==> config.mk <==
export PLATFORM = sky130hd
export DESIGN_NAME = axis_frame_transmitter_flat
export DESIGN_NICKNAME = d
export VERILOG_FILES = /design/src/rtl/axis_frame_tx_pkg.sv /design/src/rtl/axis_frame_transmitter_if.sv /design/src/rtl/axis_frame_transmitter_buffer.sv /design/src/rtl/axis_frame_transmitter.sv /design/src/flat_wrapper.sv
export SDC_FILE = /design/constraint.sdc
export NUM_CORES = 1
export LEC_CHECK = 0
export BUFFER_PORTS_ARGS = -buffer_cell sky130_fd_sc_hd__buf_2
export CORE_MARGIN = 2
export CORE_UTILIZATION = 45
export CTS_BUF_LIST = sky130_fd_sc_hd__clkbuf_4 sky130_fd_sc_hd__clkbuf_8 sky130_fd_sc_hd__clkbuf_16
export DETAILED_ROUTE_END_ITERATION = 8
export GPL_TIMING_DRIVEN = 0
export PLACE_DENSITY = 0.7
export SYNTH_ARGS = -nofsm -noshare
export SYNTH_HDL_FRONTEND = slang
export SYNTH_SLANG_ARGS = --single-unit
==> constraint.sdc <==
create_clock -name clock -period 3.3 [get_ports clock]
set_input_delay 0.33 -clock clock [delete_from_list [all_inputs] [get_ports clock]]
set_output_delay 0.33 -clock clock [all_outputs]
set_load 0.02 [all_outputs]
==> src/rtl/axis_frame_tx_pkg.sv <==
// rtl/axis_frame_tx_pkg.sv - shared types and width helpers for the frame transmitter
//
// Purpose: FSM state type, default depth, and index/length width helpers used
//          by the transmitter top, its buffer and its stream interface.
// Ports:   none (package).
package axis_frame_tx_pkg;

  typedef enum logic [1:0] {
    IDLE   = 2'd0,
    SEND   = 2'd1,
    FINISH = 2'd2
  } frame_tx_state_t;

  localparam int TX_DEPTH = 16;

  // Buffer index width: addresses words 0..depth-1.
  function automatic int tx_idx_width(input int depth);
    return $clog2(depth);
  endfunction

  // Length width: one extra bit so a full-depth frame length is representable.
  function automatic int tx_len_width(input int depth);
    return $clog2(depth) + 1;
  endfunction

endpackage

==> src/rtl/axis_frame_transmitter_if.sv <==
// rtl/axis_frame_transmitter_if.sv - stream interface carried by the frame transmitter
//
// Purpose: one stream channel with per-beat data, destination, user sideband and
//          end-of-frame marker.
// Ports:   master drives tvalid/tdata/tdest/tuser/tlast and samples tready;
//          slave is the mirror image.
interface axi_stream #(
  parameter int DATA_WIDTH = 32,
  parameter int DEST_WIDTH = 32,
  parameter int USER_WIDTH = 32
) ();

  logic                  tvalid;
  logic                  tready;
  logic [DATA_WIDTH-1:0] tdata;
  logic [DEST_WIDTH-1:0] tdest;
  logic [USER_WIDTH-1:0] tuser;
  logic                  tlast;

  modport master (
    output tvalid,
    output tdata,
    output tdest,
    output tuser,
    output tlast,
    input  tready
  );

  modport slave (
    input  tvalid,
    input  tdata,
    input  tdest,
    input  tuser,
    input  tlast,
    output tready
  );

endinterface

==> src/rtl/axis_frame_transmitter_buffer.sv <==
// rtl/axis_frame_transmitter_buffer.sv - frame word storage for the transmitter
//
// Purpose: DEPTH x DATA_WIDTH register file holding the frame to be sent.
//          Contents survive reset; software reloads them as needed.
// Ports:   clock                          write clock
//          wr_en / wr_addr / wr_data      synchronous write port
//          rd_addr / rd_data              combinational read port
module frame_tx_buffer
  import axis_frame_tx_pkg::*;
#(
  parameter int DATA_WIDTH = 32,
  parameter int DEPTH      = TX_DEPTH
) (
  input  logic                            clock,
  input  logic                            wr_en,
  input  logic [tx_idx_width(DEPTH)-1:0]  wr_addr,
  input  logic [DATA_WIDTH-1:0]           wr_data,
  input  logic [tx_idx_width(DEPTH)-1:0]  rd_addr,
  output logic [DATA_WIDTH-1:0]           rd_data
);

  logic [DATA_WIDTH-1:0] mem_q [DEPTH];

  always_ff @(posedge clock) begin
    if (wr_en) begin
      mem_q[wr_addr] <= wr_data;
    end
  end

  assign rd_data = mem_q[rd_addr];

endmodule

==> src/rtl/axis_frame_transmitter.sv <==
// rtl/axis_frame_transmitter.sv - sends a software-loaded frame on a stream master port
//
// Purpose: frame words are written into a local buffer, then start launches
//          1..DEPTH words out of axis_out with tlast on the final word and a
//          per-frame dest/user held constant for the whole frame.
// Ports:   clock, reset (synchronous, active-low)
//          wr_en/wr_addr/wr_data   buffer load port (dropped while busy)
//          frame_length/dest/user  frame descriptor, sampled on accepted start
//          start                   launch request (ignored while busy)
//          busy                    frame in flight
//          done                    one-cycle completion pulse
//          axis_out                stream master
module axis_frame_transmitter
  import axis_frame_tx_pkg::*;
#(
  parameter int DATA_WIDTH = 32,
  parameter int DEST_WIDTH = 32,
  parameter int USER_WIDTH = 32,
  parameter int DEPTH      = TX_DEPTH
) (
  input  logic                            clock,
  input  logic                            reset,
  input  logic                            wr_en,
  input  logic [tx_idx_width(DEPTH)-1:0]  wr_addr,
  input  logic [DATA_WIDTH-1:0]           wr_data,
  input  logic [tx_len_width(DEPTH)-1:0]  frame_length,
  input  logic [DEST_WIDTH-1:0]           frame_dest,
  input  logic [USER_WIDTH-1:0]           frame_user,
  input  logic                            start,
  output logic                            busy,
  output logic                            done,
  axi_stream.master                       axis_out
);

  localparam int IDX_W = tx_idx_width(DEPTH);
  localparam int LEN_W = tx_len_width(DEPTH);

  frame_tx_state_t state_q, state_d;

  logic [LEN_W-1:0]      len_q,   len_d;
  logic [IDX_W-1:0]      idx_q,   idx_d;
  logic                  valid_q, valid_d;
  logic [DATA_WIDTH-1:0] data_q,  data_d;
  logic [DEST_WIDTH-1:0] dest_q,  dest_d;
  logic [USER_WIDTH-1:0] user_q,  user_d;
  logic                  tlast_q, tlast_d;

  logic                  buf_wr_en;
  logic [IDX_W-1:0]      rd_addr;
  logic [DATA_WIDTH-1:0] buf_rd_data;
  logic [DATA_WIDTH-1:0] rd_word;
  logic [LEN_W-1:0]      len_clamped;
  logic                  handshake;

  // The buffer is frozen for the whole frame: writes only land in IDLE.
  assign buf_wr_en = wr_en && (state_q == IDLE);

  // In IDLE the output stage preloads word 0; in SEND it preloads the word
  // after the one currently presented.
  assign rd_addr = (state_q == SEND) ? idx_q + IDX_W'(1) : '0;

  frame_tx_buffer #(
    .DATA_WIDTH (DATA_WIDTH),
    .DEPTH      (DEPTH)
  ) u_buffer (
    .clock   (clock),
    .wr_en   (buf_wr_en),
    .wr_addr (wr_addr),
    .wr_data (wr_data),
    .rd_addr (rd_addr),
    .rd_data (buf_rd_data)
  );

  // A write landing in the same cycle as start must be seen by that frame, so
  // forward it around the register file.
  assign rd_word = (buf_wr_en && (wr_addr == rd_addr)) ? wr_data : buf_rd_data;

  assign len_clamped = (frame_length > LEN_W'(DEPTH)) ? LEN_W'(DEPTH) : frame_length;
  assign handshake   = valid_q && axis_out.tready;

  always_ff @(posedge clock) begin
    if (!reset) begin
      state_q <= IDLE;
      len_q   <= '0;
      idx_q   <= '0;
      valid_q <= 1'b0;
      data_q  <= '0;
      dest_q  <= '0;
      user_q  <= '0;
      tlast_q <= 1'b0;
    end else begin
      state_q <= state_d;
      len_q   <= len_d;
      idx_q   <= idx_d;
      valid_q <= valid_d;
      data_q  <= data_d;
      dest_q  <= dest_d;
      user_q  <= user_d;
      tlast_q <= tlast_d;
    end
  end

  always_comb begin
    state_d = state_q;
    len_d   = len_q;
    idx_d   = idx_q;
    valid_d = valid_q;
    data_d  = data_q;
    dest_d  = dest_q;
    user_d  = user_q;
    tlast_d = tlast_q;

    unique case (state_q)
      IDLE: begin
        if (start) begin
          if (frame_length == '0) begin
            state_d = FINISH;
          end else begin
            state_d = SEND;
            len_d   = len_clamped;
            dest_d  = frame_dest;
            user_d  = frame_user;
            idx_d   = '0;
            valid_d = 1'b1;
            data_d  = rd_word;
            tlast_d = (len_clamped == LEN_W'(1));
          end
        end
      end

      SEND: begin
        // valid stays high throughout SEND, so the output register only
        // reloads on a handshake.
        if (handshake) begin
          if (LEN_W'(idx_q) == len_q - LEN_W'(1)) begin
            state_d = FINISH;
            valid_d = 1'b0;
            tlast_d = 1'b0;
          end else begin
            idx_d   = idx_q + IDX_W'(1);
            data_d  = rd_word;
            tlast_d = (LEN_W'(idx_q) + LEN_W'(2) == len_q);
          end
        end
      end

      FINISH: begin
        state_d = IDLE;
      end

      default: begin
        state_d = IDLE;
      end
    endcase
  end

  assign busy = (state_q != IDLE);
  assign done = (state_q == FINISH);

  assign axis_out.tvalid = valid_q;
  assign axis_out.tdata  = data_q;
  assign axis_out.tdest  = dest_q;
  assign axis_out.tuser  = user_q;
  assign axis_out.tlast  = tlast_q;

endmodule

==> src/flat_wrapper.sv <==
// flat-port wrapper written by rule: the top's interface ports become plain ports
module axis_frame_transmitter_flat import axis_frame_tx_pkg::*;
#(
  parameter int DATA_WIDTH = 32,
  parameter int DEST_WIDTH = 32,
  parameter int USER_WIDTH = 32,
  parameter int DEPTH      = TX_DEPTH
)
  (clock, reset, wr_en, wr_addr, wr_data, frame_length, frame_dest, frame_user, start, busy, done, axis_out_tvalid, axis_out_tdata, axis_out_tdest, axis_out_tuser, axis_out_tlast, axis_out_tready);
  axi_stream #(.DATA_WIDTH(DATA_WIDTH), .DEST_WIDTH(DEST_WIDTH), .USER_WIDTH(USER_WIDTH)) axis_out_i ();
  input  logic clock;
  input  logic reset;
  input  logic wr_en;
  input  logic [tx_idx_width(DEPTH)-1:0] wr_addr;
  input  logic [DATA_WIDTH-1:0] wr_data;
  input  logic [tx_len_width(DEPTH)-1:0] frame_length;
  input  logic [DEST_WIDTH-1:0] frame_dest;
  input  logic [USER_WIDTH-1:0] frame_user;
  input  logic start;
  output logic busy;
  output logic done;
  output wire logic [$bits(axis_out_i.tvalid)-1:0] axis_out_tvalid;
  output wire logic [$bits(axis_out_i.tdata)-1:0] axis_out_tdata;
  output wire logic [$bits(axis_out_i.tdest)-1:0] axis_out_tdest;
  output wire logic [$bits(axis_out_i.tuser)-1:0] axis_out_tuser;
  output wire logic [$bits(axis_out_i.tlast)-1:0] axis_out_tlast;
  input wire logic [$bits(axis_out_i.tready)-1:0] axis_out_tready;
  assign axis_out_tvalid = axis_out_i.tvalid;
  assign axis_out_tdata = axis_out_i.tdata;
  assign axis_out_tdest = axis_out_i.tdest;
  assign axis_out_tuser = axis_out_i.tuser;
  assign axis_out_tlast = axis_out_i.tlast;
  assign axis_out_i.tready = axis_out_tready;
  axis_frame_transmitter #(.DATA_WIDTH(DATA_WIDTH), .DEST_WIDTH(DEST_WIDTH), .USER_WIDTH(USER_WIDTH), .DEPTH(DEPTH)) u_core (.clock(clock), .reset(reset), .wr_en(wr_en), .wr_addr(wr_addr), .wr_data(wr_data), .frame_length(frame_length), .frame_dest(frame_dest), .frame_user(frame_user), .start(start), .busy(busy), .done(done), .axis_out(axis_out_i));
endmodule
# == Word-level counts from Yosys, hierarchy flattened ==
# Memories as Yosys holds them, arrays and structs flattened.
# Cells that the tools add are included.
# classes
addsub,3
n_mul,0
div_mod_pow,0
magnitude_cmp,1
n_eq_ne,11
shifts,0
n_mux,30
bitwise_logic,1
n_reduce_logical,12
# op_table
operator,count
32-bit two-way mux,5
32-bit one-hot mux with 2 select lines,1
4-bit two-way mux,5
1-bit two-way mux,10
5-bit AND reduction,2
2-bit two-way mux,4
2-bit != test (second input constant),4
4-bit one-hot mux with 2 select lines,1
3-bit AND reduction,2
4-bit by 2-bit adder with 5-bit output (second input constant),1
4-bit by 5-bit == test with 1-bit output,1
5-bit by 1-bit == test with 1-bit output (second input constant),1
5-bit == test,1
5-bit greater-than comparator (second input constant),1
5-bit zero test,1
5-bit two-way mux,1
5-bit by 1-bit subtractor with 5-bit output (second input constant),1
4-bit by 1-bit adder with 4-bit output (second input constant),1
4-bit == test,1
1-bit one-hot mux with 2 select lines,2
2-bit one-hot mux with 2 select lines,1
4-bit AND reduction,1
2-bit nonzero test,2
1-bit logical AND,3
5 further kinds,5
# totals
reg_bits,109
latchBits,0
ramBits,512
romBits,0
mem_count,1
# mem_list
memory,words,width,read_ports,rd_ports_with_merged_regs,write_ports,line_no,text
u_core.u_buffer.mem_q,16,32,1,0,1,axis_frame_transmitter_buffer.sv:22,logic [DATA_WIDTH-1:0] mem_q [DEPTH];

# == Depth between registers and ports, before layout ==
# Gate-level depths: netlist of the first run.
# depth
word_depth,8
depth_mapped,11
depth_no_buf,8

# == By module ==
# From an unflattened synthesis of the first run, not the netlist that was laid out.
# unflattened
hier_cells,1333
area_unflattened_um2,23699.0
# modules_own_cells
module,instances,cells_each,area_per_inst_um2,seq_area_each_um2
frame_tx_buffer,1,806,19194.7,15374.7
axis_frame_transmitter,1,527,4504.3,2182.1

# == Worst setup path after synthesis of the first run ==
# No wires, ideal clock.
# synth_timing
kind,reg2reg
start,register u_core.state_q[0]
end,memory u_core.u_buffer.mem_q[1][0] (enable)
setup_ps,461
arrival_ps,3073
required_ps,2839
slack_ps,-234
stages_incl_launch_ff,5
synth_period_minus_slack_ps,3534
cell_sequence,dfxtp_1 -> buf_2 -> nor2_1 -> nand4b_1 -> nor3_1
# synth_between
elab_chain_cells,4
# synth_lines
element,line_no,text
"start, declared",axis_frame_transmitter.sv:38,"frame_tx_state_t state_q, state_d;"
"start signal, assigned",axis_frame_transmitter.sv:92,state_q <= state_d;
2-bit zero test,axis_frame_transmitter.sv:56,assign buf_wr_en = wr_en && (state_q == IDLE);
1-bit logical AND,axis_frame_transmitter.sv:56,
1-bit two-way mux,axis_frame_transmitter_buffer.sv:25,if (wr_en) begin
1-bit two-way mux (not written as such),axis_frame_transmitter_buffer.sv:26,mem_q[wr_addr] <= wr_data;
"end, declared",axis_frame_transmitter_buffer.sv:22,
# Every way passes these cells.

# == Worst setup path in the final report of the first run ==
# layout_timing
start,register u_core.idx_q[0]
end,"register u_core.data_q[27], in the netlist u_core.axis_out.tdata[27]"
# layout_between
elab_chain_cells,8
word_cells_on_any_way,14
# layout_lines
element,line_no,text
"start, declared",axis_frame_transmitter.sv:41,"logic [IDX_W-1:0] idx_q, idx_d;"
"start signal, assigned",axis_frame_transmitter.sv:94,idx_q <= idx_d;
"parallel branches: the longest is 8 deep, another holds memory read 16 x 32 bit",n/a,
"end signal, assigned",axis_frame_transmitter.sv:96,data_q <= data_d;
"end, declared",axis_frame_transmitter.sv:43,"logic [DATA_WIDTH-1:0] data_q, data_d;"
# Parallel ways; which one is timed is not known. The select of a mux whose other input is x is not followed.
# A chain may end at the register's enable or synchronous reset.

==> impl_metrics.csv, run 1 <==
group,metric,value,unit
outcome,outcome,"finished clean",
clock_tree,cts_buffers,60,
routing,vias,16200,
pwr,power_frac_seq,51.7,%
timing,worstMarginPinSlew,1100,ps
worst_setup_path,rr_startpoint,"u_core.idx_q[0]",
worst_setup_path,worstPathMaxFanout,10,
synth,syn_inst,1635,
worst_setup_path,r2r_setup_slack,150,ps
synth,yosysSeqAreaShare,71.9,%
hold_path,hold_path_depth,3,
worst_setup_path,reg2regPathDepth,8,
place,place_ws,37.9,ps
synth,postSynthAreaPerCell,14.9,um^2
finish,fin_nets,2105,
routing,drcViolationCount,0,
finish,post-route-util,54.9,%
pwr,clkPwrFrac,40.2,%
floorplan,initial_utilization,45.4,%
grt,grt_pass1_vias,16200,
worst_setup_path,max_stage_delay,560,ps
routing,viasPerCell,5.91,
timing,setup_viol,0,
clock_tree,cts_tree,"yes",
routing,ant_nets,0,
pwr,combPwrFrac,8.2,%
worst_setup_path,cp_slowest_cell,"nand3b_1",
place,dpl_cell_area,0.0268,mm^2
timing,hold_viol_final,0,
clock_tree,clk_path_buf_depth,3,
place,place_inst,2557,
synth,synth_top_area_share,63.0,%
timing,holdWs,47.7,ps
worst_setup_path,r2r_end,"u_core.axis_out.tdata[27]",
timing,fin_setup_tns,0,ps
synth,yosysUniqueCellTypes,51,
pwr,p_leak,9.91,nW
routing,drt-initial-drc-count,1876,
timing,setup_ws,151,ps
synth,synth.area.top_cells,"edfxtp_1 63%, dfxtp_1 8.9%, mux4_2 5.7%",
worst_setup_path,cp_data_arrival_time,3650,ps
routing,dr.pass1.iters,7,
hold_path,whs_endpoint,"u_core.state_q[1]",
synth,ys_ff_latch,621,
timing,period_share,95.4,%
worst_setup_path,cp.required,3800,ps
pwr,total_power,16.9,mW
worst_setup_path,crit_path_end_kind,"flip-flop",
synth,yosys_warnings,0,
floorplan,coreArea,0.0537,mm^2
worst_setup_path,critPathLaunchType,"flip-flop",
pwr,power_density,572,mW/mm^2
synth,synth_ff_type,"edfxtp_1",
grt,gr-total-overflow,0,
timing,max-slew-margin-rel,26.5,%
grt,antenna_found_initial,5,
finish,fin_cells,2737,
floorplan,num_rows,85,
pwr,switching_share,22.8,%
pwr,net-switching-power,3.86,mW
pwr,peakVddDrop,0.572,mV
synth,syn-num-nets,1748,
grt,grt_pass1_wl,100000,um
finish,final_area,0.0295,mm^2
worst_setup_path,worstPathCellList,"ha_1, buf_2, nand3b_1, clkbuf_1, o221ai_1, o211ai_1, a41oi_1, mux2i_1",
synth,synth_edf_count,512,
finish,area_delta_synth_final,20.9,%
place,place_hpwl,43700,um
clock_tree,cts-root-buf,"clkbuf_16",
clock_tree,clk_latency,650,ps
floorplan,ios,210,
place,io_buffers,208,
place,place_congestion,0.853,
clock_tree,clock_sinks,621,
pwr,power.internal,13.0,mW
grt,grt_util_all_layers,24.0,%
floorplan,dieArea,0.0561,mm^2
flow_run,maxCapViolCount,0,
clock_tree,clk_pin_slew,60,ps
timing,slew_violations,0,
worst_setup_path,criticalPathCategory,"reg -> reg",
routing,wirelength,68000,um
hold_path,hp-class,"in -> reg",
clock_tree,ctsHtreeMaxLevel,2,
timing,fin_crit,3150,ps
synth,netlist_area,0.0244,mm^2
synth,async_flop_share,0,%
floorplan,dieHeight,237,um
grt,grt_start_max_net_pins,42,
routing,drt-wirelength-per-cell,24.9,um
hold_path,min_from,"start",
timing,rsz0062_at_grt,"no",
synth,synth_top_area_cell,"edfxtp_1",
clock_tree,cts_setup_buffers,0,
timing,fin_skew,31.0,ps
timing,fmax,318,MHz
worst_setup_path,cp-startpoint,"u_core.idx_q[0]",
floorplan,die_x,237,um
finish,drive_gt1_share,23.9,%
critical path, delay by kind of cell (launching register included):
family | cells | cell delay, ps
AOI/OAI and AO/OA | 3 | 820
adders and majority gates | 1 | 390
buffers and inverters | 2 | 760
DFF | 1 | 380
muxes | 1 | 120
and+or+nand+nor | 1 | 560
power by group through the flow:
stage / registers (mW) / logic [mW] / clock network (mW)
finish: 8.72 / 1.38 / 6.78
CTS: 8.72 / 1.37 / 6.87
global route: 8.73 / 1.48 / 7.18
global placement: 8.88 / 1.23 / 0
floorplan: 8.98 / 0.619 / 0
detailed placement: 8.89 / 1.30 / 0
synth_stat cells (all sizes together), types with 2 or more instances:
cell and instances:
o22ai 33, and2 2, dfxtp 109, ha 3, nor3 6, mux2i 35
xnor2 5, clkbuf 74, inv 9, a211oi 31, nand2b 5, nand2 207
buf 45, o221ai 4, nand3 33, edfxtp 512, nor2b 7, and3 3
o211ai 2, a31oi 35, mux4 62, a21oi 108, xor2 7, o21ai 94
a221o 30, nand3b 35, mux2 36, nor2 56, o2bb2ai 30
timing repair:
item / in CTS / in global routing
setup endpoints to repair: 0 / 50
resized for setup: 0 / 8
hold endpoints to repair: 69 / 0
hold buffers: 69 / 0
state kept, by name, indices dropped and copies added, names as in the netlist:
register,count
u_core.len_q,5
u_core.axis_out.tuser,32
u_core.idx_q,4
u_core.u_buffer.mem_q,512
u_core.axis_out.tdest,32
u_core.state_q,2
u_core.axis_out.tlast,1
u_core.axis_out.tdata,32
u_core.axis_out.tvalid,1
cells by family (layout without fill, tap and decap cells):
group	after synthesis	count (layout)	share of synthesized area, %
flops	621	621	71.9
compound gates	376	376	9.69
simple gates	362	362	6.66
mux	133	133	8.82
buf+inv	128	533	2.32
xor+xnor	12	12	0.431
fa+ha+maj	3	3	0.154
other cells	0	1	0
layer usage:
layer | vias up | part of all wire, % | global-route usage [%]
met4 | 8 | 3.0 | 8.63
met3 | 142 | 10 | 5.60
li1 | 7046 | - | -
met2 | 961 | 48 | 39.6
met1 | 8006 | 38 | 31.1
met5 | - | 0.069 | 0
layout by cell type, fill, tap and decap left out, types with 60 or more instances in the layout:
master	Yosys	final
mux4_2	62	62
buf_2	29	236
nand2_1	207	207
dfxtp_1	109	109
clkbuf_1	74	71
dlygate4sd3_1	0	69
edfxtp_1	512	512
clkbuf_16	0	60
a21oi_1	108	108
o21ai_0	94	94
layout make-up:
cell class / instances / area (um^2)
Antenna cell: 1 / 2.50
Buffer: 119 / 538
Clock buffer: 92 / 1790
Clock inverter: 18 / 181
Fill cell: 4115 / 24200
Inverter: 9 / 33.8
Multi-Input combinational cell: 886 / 6410
Sequential cell: 621 / 17600
Tap cell: 696 / 871
Timing Repair Buffer: 295 / 2110
how the worst max path moves through the flow:
stage	cells after the start	to	slack, ps
5_1_grt	8	u_core.axis_out.tdata[27]	10
4_1_cts	8	u_core.axis_out.tdata[28]	20
6_report	8	u_core.axis_out.tdata[27]	150
3_3_place_gp	4	u_core.u_buffer.mem_q[13][13]	-1440
3_5_place_dp	10	u_core.axis_out.tdata[20]	40
2_1_floorplan	4	u_core.u_buffer.mem_q[7][0]	620
No activity file was read; power rests on OpenSTA's default activity.
==> inputs of run 2 (changes only) <==
--- a/config.mk
+++ b/config.mk
@@ -5,13 +5,14 @@
 export SDC_FILE = /design/constraint.sdc
 export NUM_CORES = 1
 export LEC_CHECK = 0
+export ABC_AREA = 1
 export BUFFER_PORTS_ARGS = -buffer_cell sky130_fd_sc_hd__buf_2
 export CORE_MARGIN = 2
 export CORE_UTILIZATION = 45
 export CTS_BUF_LIST = sky130_fd_sc_hd__clkbuf_4 sky130_fd_sc_hd__clkbuf_8 sky130_fd_sc_hd__clkbuf_16
 export DETAILED_ROUTE_END_ITERATION = 8
 export GPL_TIMING_DRIVEN = 0
-export PLACE_DENSITY = 0.7
+export PLACE_DENSITY_LB_ADDON = 0.3
 export SYNTH_ARGS = -nofsm -noshare
 export SYNTH_HDL_FRONTEND = slang
 export SYNTH_SLANG_ARGS = --single-unit
==> run 2 against run 1 <==
- die area increased by 6.0%
- non-clock buffer count increased by 25
- final cell count increased by 37%
- fmax increased by 7.4%
- hold slack improved by 13 ps
- critical path type unchanged
==> impl_metrics.csv, run 2 <==
group,metric,value,unit
synth,async_flop_share,0,%
pwr,combPwrFrac,16.5,%
routing,met3_length,8440,um
floorplan,dieHeight,244,um
synth,yosys_warnings,0,
synth,synth_top_area_share,59.3,%
floorplan,die_x,244,um
pwr,switching_share,28.4,%
clock_tree,cts-root-buf,"clkbuf_16",
clock_tree,ctsHtreeMaxLevel,2,
finish,largest_reg_flops,512,
place,place_hpwl,53300,um
flow_run,maxCapViolCount,0,
synth,synth_ff_type,"edfxtp_1",
clock_tree,clk_pin_slew,60,ps
finish,mostFrequentLayoutCell,"nand2_1",
floorplan,coreArea,0.0566,mm^2
clock_tree,cts_tree,"yes",
pwr,p_leak,13.0,nW
grt,grt_pass1_wl,120000,um
clock_tree,clock_sinks,621,
routing,dr.pass1.iters,7,
place,place_ws,447,ps
finish,fillers,4780,
worst_setup_path,critPathLaunchType,"flip-flop",
synth,ys_ff_latch,621,
grt,antenna_found_initial,1,
synth,synth_edf_count,512,
worst_setup_path,cp_data_arrival_time,3480,ps
timing,fin_crit,2930,ps
worst_setup_path,reg2regPathDepth,10,
timing,setup_ws,369,ps
place,dpl_cell_area,0.0284,mm^2
routing,vias,20200,
finish,fin_nets,3052,
synth,syn_inst,2584,
synth,syn-num-nets,2697,
pwr,clkPwrFrac,36.5,%
clock_tree,clk_path_buf_depth,3,
synth,synth_common_cells,"514 x nand2_1, 512 x edfxtp_1, 400 x nand3_1",
place,place_congestion,0.854,
clock_tree,cts_buffers,61,
grt,gr-total-overflow,0,
finish,drive_gt1_share,15.3,%
timing,hold_viol_final,0,
routing,routed.top_layer,"met5",
timing,setup_viol,0,
routing,drcViolationCount,0,
finish,final_area,0.0310,mm^2
synth,yosysUniqueCellTypes,26,
pwr,power.internal,13.4,mW
finish,post-route-util,54.8,%
routing,drt-initial-drc-count,2607,
worst_setup_path,worstPathMaxFanout,10,
pwr,total_power,18.7,mW
floorplan,initial_utilization,45.8,%
finish,final_cell_mix,"514 x nand2_1, 512 x edfxtp_1, 400 x nand3_1",
timing,rsz0062_at_grt,"no",
synth,postSynthAreaPerCell,10.0,um^2
hold_path,hold_path_depth,1,
pwr,net-switching-power,5.32,mW
grt,grt_util_all_layers,27.2,%
worst_setup_path,cp.required,3850,ps
routing,ant_nets,0,
timing,slew_violations,0,
synth,netlist_area,0.0259,mm^2
synth,synth_top_area_cell,"edfxtp_1",
floorplan,num_rows,87,
floorplan,ios,210,
place,io_buffers,209,
grt,grt_start_max_net_pins,26,
finish,area_delta_synth_final,19.7,%
synth,synth.area.top_cells,"edfxtp_1 59%, dfxtp_1 8.4%, nand3_1 7.7%",
synth,yosysSeqAreaShare,67.8,%
worst_setup_path,crit_path_end_kind,"flip-flop",
routing,wirelength,82600,um
routing,viasPerCell,5.40,
pwr,peakVddDrop,0.394,mV
routing,drt-wirelength-per-cell,22.0,um
routing,routed-wl-met2,39600,um
synth,synth_most_common_cell,"nand2_1",
timing,worstMarginPinSlew,1320,ps
timing,fin_skew,33.2,ps
pwr,power_frac_seq,47.0,%
timing,max-slew-margin-rel,11.9,%
floorplan,dieArea,0.0595,mm^2
timing,period_share,88.8,%
worst_setup_path,criticalPathCategory,"reg -> reg",
hold_path,hp-class,"in -> reg",
grt,grt_pass1_vias,19600,
finish,largest_register,"u_core.u_buffer.mem_q",
outcome,outcome,"finished clean",
routing,met1_length,30600,um
clock_tree,clk_latency,660,ps
pwr,power_density,604,mW/mm^2
timing,fmax,341,MHz
[run 2: cell types whose count changed after synthesis, moves of 52 or more]
cell / previous run / this run
nand3_1: 33 / 400
nand2_1: 207 / 514
inv_1: 8 / 310
nor2_1: 56 / 354
mux4_2: 62 / 0
buf_2: 29 / 88
o21ai_1: 0 / 52
[run 2: repair_timing]
item,CTS,global route
hold endpoints to repair,65,0
buffers inserted,0,0
gates resized for setup,0,0
hold buffers,65,0
[run 2: logic make-up after synthesis]
logic type / count (synthesis) / synth area share [%]
and+or+nand+nor: 1278 / 20.6
DFF: 621 / 67.8
buffers and inverters: 463 / 7.20
AOI/OAI and AO/OA: 214 / 4.15
xor gates and xnor gates: 5 / 0.169
adders and majority gates: 3 / 0.145
[run 2: final timing paths]
path,start,end,slack (ps)
setup / recovery,u_core.idx_q[1],u_core.axis_out.tdata[19],370
hold / removal,wr_data[9],u_core.u_buffer.mem_q[4][9],60
setup reg to reg,u_core.idx_q[1],u_core.axis_out.tdata[19],370
hold reg to reg,u_core.axis_out.tdest[18],u_core.axis_out.tdest[18],460
[run 2: final cells by class]
type / count / area (um^2) / share of cell area, %
repair buffers: 292 / 2090 / 6.75
diodes: 1 / 2.50 / 0.00807
inverters: 316 / 1190 / 3.82
clock inverters: 24 / 160 / 0.516
clock buffers: 90 / 1790 / 5.78
flip-flops and latches: 621 / 17600 / 56.6
multi-input cells: 1500 / 6600 / 21.3
plain buffers: 147 / 681 / 2.19
well taps: 756 / 946 / 3.05
[run 2: worst max-delay path, stage by stage, from the launching register on]
cell     delay, ps
dfxtp_1        460
ha_1           300
nand3_1        250
buf_2          340
buf_1          740
nand3_1        180
nand3_1        120
nand3_1         70
nand3_1        110
nand2_1        100
a21oi_1        150
[run 2: stage by stage]
| stage | hold WS, ps | instances | TNS [ps] |
|---|---|---|---|
| 2_1_floorplan | 429 | 2584 | 0 |
| 3_3_place_gp | 449 | 3549 | -753640 |
| 3_5_place_dp | 452 | 3567 | 0 |
| 4_1_cts | 45.7 | 3746 | 0 |
| 5_1_grt | 79.5 | 3746 | 0 |
| 6_report | 60.5 | 3747 | 0 |
[run 2: power groups by stage]
stage / logic [mW] / clock network [mW] / registers (mW)
final: 3.09 / 6.84 / 8.80
after global routing: 3.32 / 7.16 / 8.82
after CTS: 3.04 / 6.87 / 8.80
after detailed placement: 2.97 / 0 / 8.97
after global placement: 2.88 / 0 / 8.97
after floorplan: 1.56 / 0 / 9.14
[run 2: layer usage]
| layer | vias up | GRT usage, % |
|---|---|---|
| met5 | - | 0 |
| met4 | 2 | 13.4 |
| met3 | 254 | 4.39 |
| met2 | 1221 | 45.9 |
| met1 | 9519 | 34.1 |
| li1 | 9250 | - |
